**config.mk**
```make
export PLATFORM = sky130hd
export DESIGN_NAME = dwt_haar_ml_flat
export DESIGN_NICKNAME = d
export VERILOG_FILES = /design/src/rtl/dwt_haar_ml_if.sv /design/src/rtl/dwt_haar_ml.sv /design/src/flat_wrapper.sv
export SDC_FILE = /design/constraint.sdc
export NUM_CORES = 1
export LEC_CHECK = 0
export BUFFER_PORTS_ARGS = -buffer_cell sky130_fd_sc_hd__buf_2
export CORE_ASPECT_RATIO = 1.2
export CORE_MARGIN = 1
export CORE_UTILIZATION = 54
export CTS_CLUSTER_DIAMETER = 150
export DETAILED_ROUTE_END_ITERATION = 10
export GPL_TIMING_DRIVEN = 0
export MAX_ROUTING_LAYER = met4
export PLACE_DENSITY = 0.89
export SLEW_MARGIN = 30
export SYNTH_ARGS = -nofsm -noshare
export SYNTH_HDL_FRONTEND = slang
export SYNTH_SLANG_ARGS = --single-unit
```
**constraint.sdc**
```tcl
create_clock -name clk -period 3.2 [get_ports clk]
set_clock_uncertainty 0.05 [all_clocks]
set_input_delay 0.96 -clock clk [delete_from_list [all_inputs] [get_ports clk]]
set_output_delay 0.96 -clock clk [all_outputs]
set_load 0.03 [all_outputs]
```
**src/rtl/dwt_haar_ml_if.sv**
```systemverilog
// Stream bundle for the multi-level Haar DWT.
// Sample input side plus per-level coefficient outputs.
interface dwt_haar_ml_if #(
   parameter int DATA_W = 8,
   parameter int LEVELS = 3
);
   logic                     in_valid;
   logic [DATA_W-1:0]        in_data;
   logic                     in_last;
   logic [LEVELS-1:0]        det_valid;
   logic [LEVELS*DATA_W-1:0] det_data;
   logic                     app_valid;
   logic [DATA_W-1:0]        app_data;
   logic                     app_last;
   logic                     frame_err;

   modport master (
      output in_valid, in_data, in_last,
      input  det_valid, det_data, app_valid, app_data, app_last, frame_err
   );

   modport slave (
      input  in_valid, in_data, in_last,
      output det_valid, det_data, app_valid, app_data, app_last, frame_err
   );
endinterface

```
**src/rtl/dwt_haar_ml.sv**
```systemverilog
// Streaming multi-level Haar DWT: cascaded average/difference stages.
// Each level pairs the previous level's averages; a bad in_last flushes all.
module dwt_haar_ml #(
   parameter int DATA_W = 8,
   parameter int LEVELS = 3
) (
   input  logic clk,
   input  logic rst_n,
   dwt_haar_ml_if.slave io
);
   localparam logic [LEVELS-1:0] CNT_MAX = '1;

   logic [LEVELS-1:0]        cnt;
   logic                     err;
   logic                     frame_err_r;

   logic [LEVELS-1:0]        phase;
   logic [LEVELS-1:0]        vld;
   logic [LEVELS-1:0]        lst;
   logic [DATA_W-1:0]        held  [LEVELS];
   logic [DATA_W-1:0]        avg_r [LEVELS];
   logic [DATA_W-1:0]        det_r [LEVELS];

   logic [LEVELS-1:0]        op_v;
   logic [LEVELS-1:0]        op_l;
   logic [DATA_W-1:0]        op_d  [LEVELS];
   logic signed [DATA_W:0]   sum_w [LEVELS];
   logic signed [DATA_W:0]   dif_w [LEVELS];
   logic [DATA_W-1:0]        avg_n [LEVELS];
   logic [DATA_W-1:0]        det_n [LEVELS];
   logic [LEVELS*DATA_W-1:0] det_flat;

   // Misaligned frame end: in_last on a sample that is not last in its group
   always_comb begin
      err = io.in_valid & io.in_last & (cnt != CNT_MAX);
   end

   // Operand feed per level: raw samples into level 1, averages onward
   always_comb begin
      op_v[0] = io.in_valid & ~err;
      op_l[0] = io.in_last;
      op_d[0] = io.in_data;
      for (int k = 1; k < LEVELS; k++) begin
         op_v[k] = vld[k-1];
         op_l[k] = lst[k-1];
         op_d[k] = avg_r[k-1];
      end
   end

   // Pair arithmetic one bit wider, floor shift, then truncate back
   always_comb begin
      for (int k = 0; k < LEVELS; k++) begin
         sum_w[k] = $signed({held[k][DATA_W-1], held[k]})
                  + $signed({op_d[k][DATA_W-1], op_d[k]});
         dif_w[k] = $signed({held[k][DATA_W-1], held[k]})
                  - $signed({op_d[k][DATA_W-1], op_d[k]});
         avg_n[k] = DATA_W'(sum_w[k] >>> 1);
         det_n[k] = DATA_W'(dif_w[k] >>> 1);
      end
   end

   // Group position counter, restarted by reset or a framing error
   always_ff @(posedge clk) begin
      if (!rst_n) begin
         cnt <= '0;
      end else if (err) begin
         cnt <= '0;
      end else if (io.in_valid) begin
         cnt <= cnt + LEVELS'(1);
      end
   end

   // Per-level pairing: hold operand a, combine with b and register result
   always_ff @(posedge clk) begin
      if (!rst_n) begin
         phase       <= '0;
         vld         <= '0;
         lst         <= '0;
         frame_err_r <= 1'b0;
         for (int k = 0; k < LEVELS; k++) begin
            held[k]  <= '0;
            avg_r[k] <= '0;
            det_r[k] <= '0;
         end
      end else begin
         vld         <= '0;
         lst         <= '0;
         frame_err_r <= err;
         if (err) begin
            phase <= '0;
            for (int k = 0; k < LEVELS; k++) begin
               held[k] <= '0;
            end
         end else begin
            for (int k = 0; k < LEVELS; k++) begin
               if (op_v[k]) begin
                  if (phase[k]) begin
                     phase[k] <= 1'b0;
                     vld[k]   <= 1'b1;
                     lst[k]   <= op_l[k];
                     avg_r[k] <= avg_n[k];
                     det_r[k] <= det_n[k];
                  end else begin
                     phase[k] <= 1'b1;
                     held[k]  <= op_d[k];
                  end
               end
            end
         end
      end
   end

   // Pack per-level detail registers into the flat output bus
   always_comb begin
      det_flat = '0;
      for (int k = 0; k < LEVELS; k++) begin
         det_flat[k*DATA_W +: DATA_W] = det_r[k];
      end
   end

   assign io.det_valid = vld;
   assign io.det_data  = det_flat;
   assign io.app_valid = vld[LEVELS-1];
   assign io.app_data  = avg_r[LEVELS-1];
   assign io.app_last  = lst[LEVELS-1];
   assign io.frame_err = frame_err_r;
endmodule

```
**src/flat_wrapper.sv**
```systemverilog
// flat-port wrapper written by rule: the top's interface ports become plain ports
module dwt_haar_ml_flat 
#(
   parameter int DATA_W = 8,
   parameter int LEVELS = 3
)
  (clk, rst_n, io_in_valid, io_in_data, io_in_last, io_det_valid, io_det_data, io_app_valid, io_app_data, io_app_last, io_frame_err);
  dwt_haar_ml_if #(.DATA_W(DATA_W), .LEVELS(LEVELS)) io_i ();
  input  logic clk;
  input  logic rst_n;
  input wire logic [$bits(io_i.in_valid)-1:0] io_in_valid;
  input wire logic [$bits(io_i.in_data)-1:0] io_in_data;
  input wire logic [$bits(io_i.in_last)-1:0] io_in_last;
  output wire logic [$bits(io_i.det_valid)-1:0] io_det_valid;
  output wire logic [$bits(io_i.det_data)-1:0] io_det_data;
  output wire logic [$bits(io_i.app_valid)-1:0] io_app_valid;
  output wire logic [$bits(io_i.app_data)-1:0] io_app_data;
  output wire logic [$bits(io_i.app_last)-1:0] io_app_last;
  output wire logic [$bits(io_i.frame_err)-1:0] io_frame_err;
  assign io_i.in_valid = io_in_valid;
  assign io_i.in_data = io_in_data;
  assign io_i.in_last = io_in_last;
  assign io_det_valid = io_i.det_valid;
  assign io_det_data = io_i.det_data;
  assign io_app_valid = io_i.app_valid;
  assign io_app_data = io_i.app_data;
  assign io_app_last = io_i.app_last;
  assign io_frame_err = io_i.frame_err;
  dwt_haar_ml #(.DATA_W(DATA_W), .LEVELS(LEVELS)) u_core (.clk(clk), .rst_n(rst_n), .io(io_i));
endmodule
```
==> flow_summary.toml <==
[run_status]
status = "completed"

[floorplan]
die_area_um2 = 9820
design.core.area_um2 = 9080
die_x_um = 90.6
fp-row-count = 38
io_pins = 50
start_util = 0.560
chipHeight_um = 108

[synthesis]
syn_area_per_cell_um2 = 10.5
synth_edf_count = 72
seq_area_frac_synth = 0.476
synth_flop_cell = "edfxtp_1"
ys_seq_elements = 85
yosysWarnings = 0
syn_nets = 547
synthesis.area_um2 = 5090
ys_async_sr_fraction = 0
synth.distinct_cells = 52
synthCells = 485

[cts]
numClockSinks = 85
cts-root-buf = "clkbuf_8"
clk_pin_slew_ns = 0.08
clk_latency_ns = 0.36
cts_hold_buf = 0
post_cts_resize_count = 0
cts_tree = "built"
cts_buffers = 9
ctsHtreeMaxLevel = 3
cts_max_path_buffers = 2
post_cts_buffers = 0

[worst_setup_path]
r2r_cells = 8
cp-start-kind = "input port"
required_ns = 3.34
rrSetupSlack_ns = 0.76
r2r-start = "u_core.cnt[0]$_SDFFE_PP0P_"
path_delay_family = "compound AO/OA/AOI/OAI gates"
worst-setup-path-type = "in2reg"
cp-end-kind = "flop"
worstPathCellList = "buf_2 -> inv_1 -> ha_1 -> buf_4 -> nor2_1 -> a311oi_1 -> o41ai_1 -> a21oi_1 -> mux2i_1"
cp_slowest_cell = "a311oi_1"
worstPathArrival_ns = 2.75
slowest_delay_ns = 0.58
rr_endpoint = "u_core.avg_r[0][10]$_SDFFCE_PN0P_"
cp.buffers_inverters = 3
cp_num_cells = 9
critPathMaxFanout = 8

[global_routing]
grt_pass1_wl_um = 16000
grt_overflow = 0
antenna_found_initial = 0
grt_pass1_vias = 3606
grt_max_degree = 17
track_usage = 0.216

[hold_path]
min_path_cells = 1
hp-start = "u_core.lst[1]$_SDFF_PP0_"
holdPathEnd = "u_core.lst[2]$_SDFF_PP0_"
hp-class = "reg2reg"

[layout]
fillers = 725
antenna_cells = 0
nets = 607
area_delta_synth_final_pct = 10.9
drive_gt1_frac = 0.149
utilization = 0.622

[placed_design]
dp_hpwl_um = 7210
routabilityCongestion = 0.912
portBuffers = 48

[timing]
setup_viol = 0
period_share = 0.816
grt_setup_unrepaired = "no"
relSlewSlack = 0.512
drv_slew = 0
finalHoldViolations = 0
period_needed_ns = 2.61
worstMarginPinSlew_ns = 0.731
max_freq_mhz = 383

[power_and_ir_drop]
powerDensity_nw_per_um2 = 422
peakVddDrop_uv = 268
p_leak_uw = 0.00243
totalPowerFinal_uw = 2380

[drt]
drt.antenna.violating_nets = 0
vias_per_cell = 5.45
wirelength_um = 9790
dr.pass1.iters = 6
drt_iter0_markers = 252
num_vias = 3651
wl_per_cell_um = 14.6
drc = 0

[flow_run]
maxCapViolations = 0
## cell usage after synthesis, types with 3 or more instances
| cell | count | area (um^2) |
|---|---|---|
| a211oi_1 | 6 | 45.0 |
| a21oi_1 | 36 | 180 |
| and2_1 | 33 | 206 |
| buf_2 | 4 | 20.0 |
| buf_4 | 13 | 97.6 |
| clkbuf_1 | 8 | 30.0 |
| dfxtp_1 | 13 | 260 |
| edfxtp_1 | 72 | 2160 |
| fa_1 | 6 | 120 |
| ha_1 | 44 | 551 |
| inv_1 | 37 | 139 |
| mux2i_1 | 10 | 100 |
| nand2_1 | 26 | 97.6 |
| nand2b_1 | 16 | 100 |
| nand3_1 | 6 | 30.0 |
| nor2_1 | 43 | 161 |
| nor2b_1 | 12 | 75.1 |
| nor3_1 | 9 | 45.0 |
| nor3b_1 | 4 | 30.0 |
| nor4_1 | 3 | 18.8 |
| o21a_1 | 6 | 45.0 |
| o21ai_0 | 18 | 90.1 |
| o21bai_1 | 4 | 30.0 |
| o31a_1 | 3 | 26.3 |
| or3_1 | 4 | 25.0 |
| xnor2_1 | 9 | 78.8 |
| xor2_1 | 5 | 43.8 |
## metal layers
layer  track usage  vias up  share of wire
li1              -     1804              -
met4         0.109        0          0.025
met2         0.403       97           0.54
met5             -        -              0
met3        0.0246       20          0.034
met1         0.226     1730           0.40
## final cells by class
type	instances	area [um^2]	area share
plain buffers	28	161	0.0286
clock buffers	13	139	0.0246
inverters	37	139	0.0246
clock inverters	3	12.5	0.00222
flip-flops and latches	85	2420	0.429
repair buffers	49	251	0.0445
well taps	120	150	0.0266
multi-input cells	335	2370	0.420
## flip-flops by register name, summed over array words and instances (netlist names)
name                 flops
u_core.io.det_valid      3
u_core.phase             3
u_core.held             24
u_core.io.frame_err      1
u_core.lst               3
u_core.det_r            24
u_core.avg_r            24
u_core.cnt               3
## logic make-up (layout without fill, tap and decap cells)
kind of cell	Yosys count	after routing	share of synthesized area
DFF	85	85	0.476
muxes	10	10	0.0197
xor gates and xnor gates	14	14	0.0241
adders and majority gates	50	50	0.132
AOI/OAI and AO/OA	94	94	0.117
and+or+nand+nor	167	167	0.173
buffers and inverters	65	130	0.0590
## where the power goes
| group | leakage, uW | switching (uW) | total [uW] | internal (uW) |
|---|---|---|---|---|
| sequential | 0.000860 | 29.4 | 1280 | 1250 |
| combinational | 0.00149 | 285 | 465 | 180 |
| clock | 0.0000765 | 355 | 632 | 277 |
## placed cells by master (no fill, tap or decap), types with 3 or more instances in the layout
| cell type | count |
|---|---|
| nand2b_1 | 16 |
| fa_1 | 6 |
| buf_4 | 13 |
| nor3b_1 | 4 |
| o31a_1 | 3 |
| dfxtp_1 | 13 |
| o21ai_0 | 17 |
| clkbuf_8 | 9 |
| buf_2 | 52 |
| o21a_1 | 6 |
| xnor2_1 | 9 |
| or3_1 | 4 |
| nand3_1 | 6 |
| edfxtp_1 | 72 |
| clkbuf_1 | 12 |
| o21bai_1 | 4 |
| nor4_1 | 3 |
| xor2_1 | 5 |
| a21oi_1 | 36 |
| nor3_1 | 9 |
| and2_1 | 33 |
| nor2_1 | 43 |
| a211oi_1 | 6 |
| inv_1 | 37 |
| mux2i_1 | 10 |
| ha_1 | 44 |
| nor2b_1 | 12 |
| nand2_1 | 26 |
## how the worst max path moves through the flow
stage	startpoint	end
detailed placement	io_in_data[2]	u_core.avg_r[0][6]$_SDFFCE_PN0P_
CTS	io_in_data[2]	u_core.avg_r[0][6]$_SDFFCE_PN0P_
global placement	io_in_valid	u_core.det_r[0][9]$_SDFFCE_PN0P_
floorplan	io_in_valid	u_core.avg_r[0][10]$_SDFFCE_PN0P_
finish	io_in_data[2]	u_core.avg_r[0][6]$_SDFFCE_PN0P_
global route	io_in_data[2]	u_core.avg_r[0][6]$_SDFFCE_PN0P_
## metrics by stage
stage | instances | instance area (um^2) | worst slack (ns) | hold slack (ns) | setup TNS, ns
6_report | 670 | 5650 | 0.587 | 0.377 | 0
5_1_grt | 670 | 5650 | 0.462 | 0.396 | 0
4_1_cts | 670 | 5650 | 0.613 | 0.381 | 0
3_5_place_dp | 654 | 5490 | 0.237 | 0.365 | 0
3_3_place_gp | 653 | 5480 | -0.366 | 0.361 | -5.84
2_1_floorplan | 485 | 5090 | 0.0747 | 0.356 | 0
Note: power is estimated with default switching activity, not from simulation.
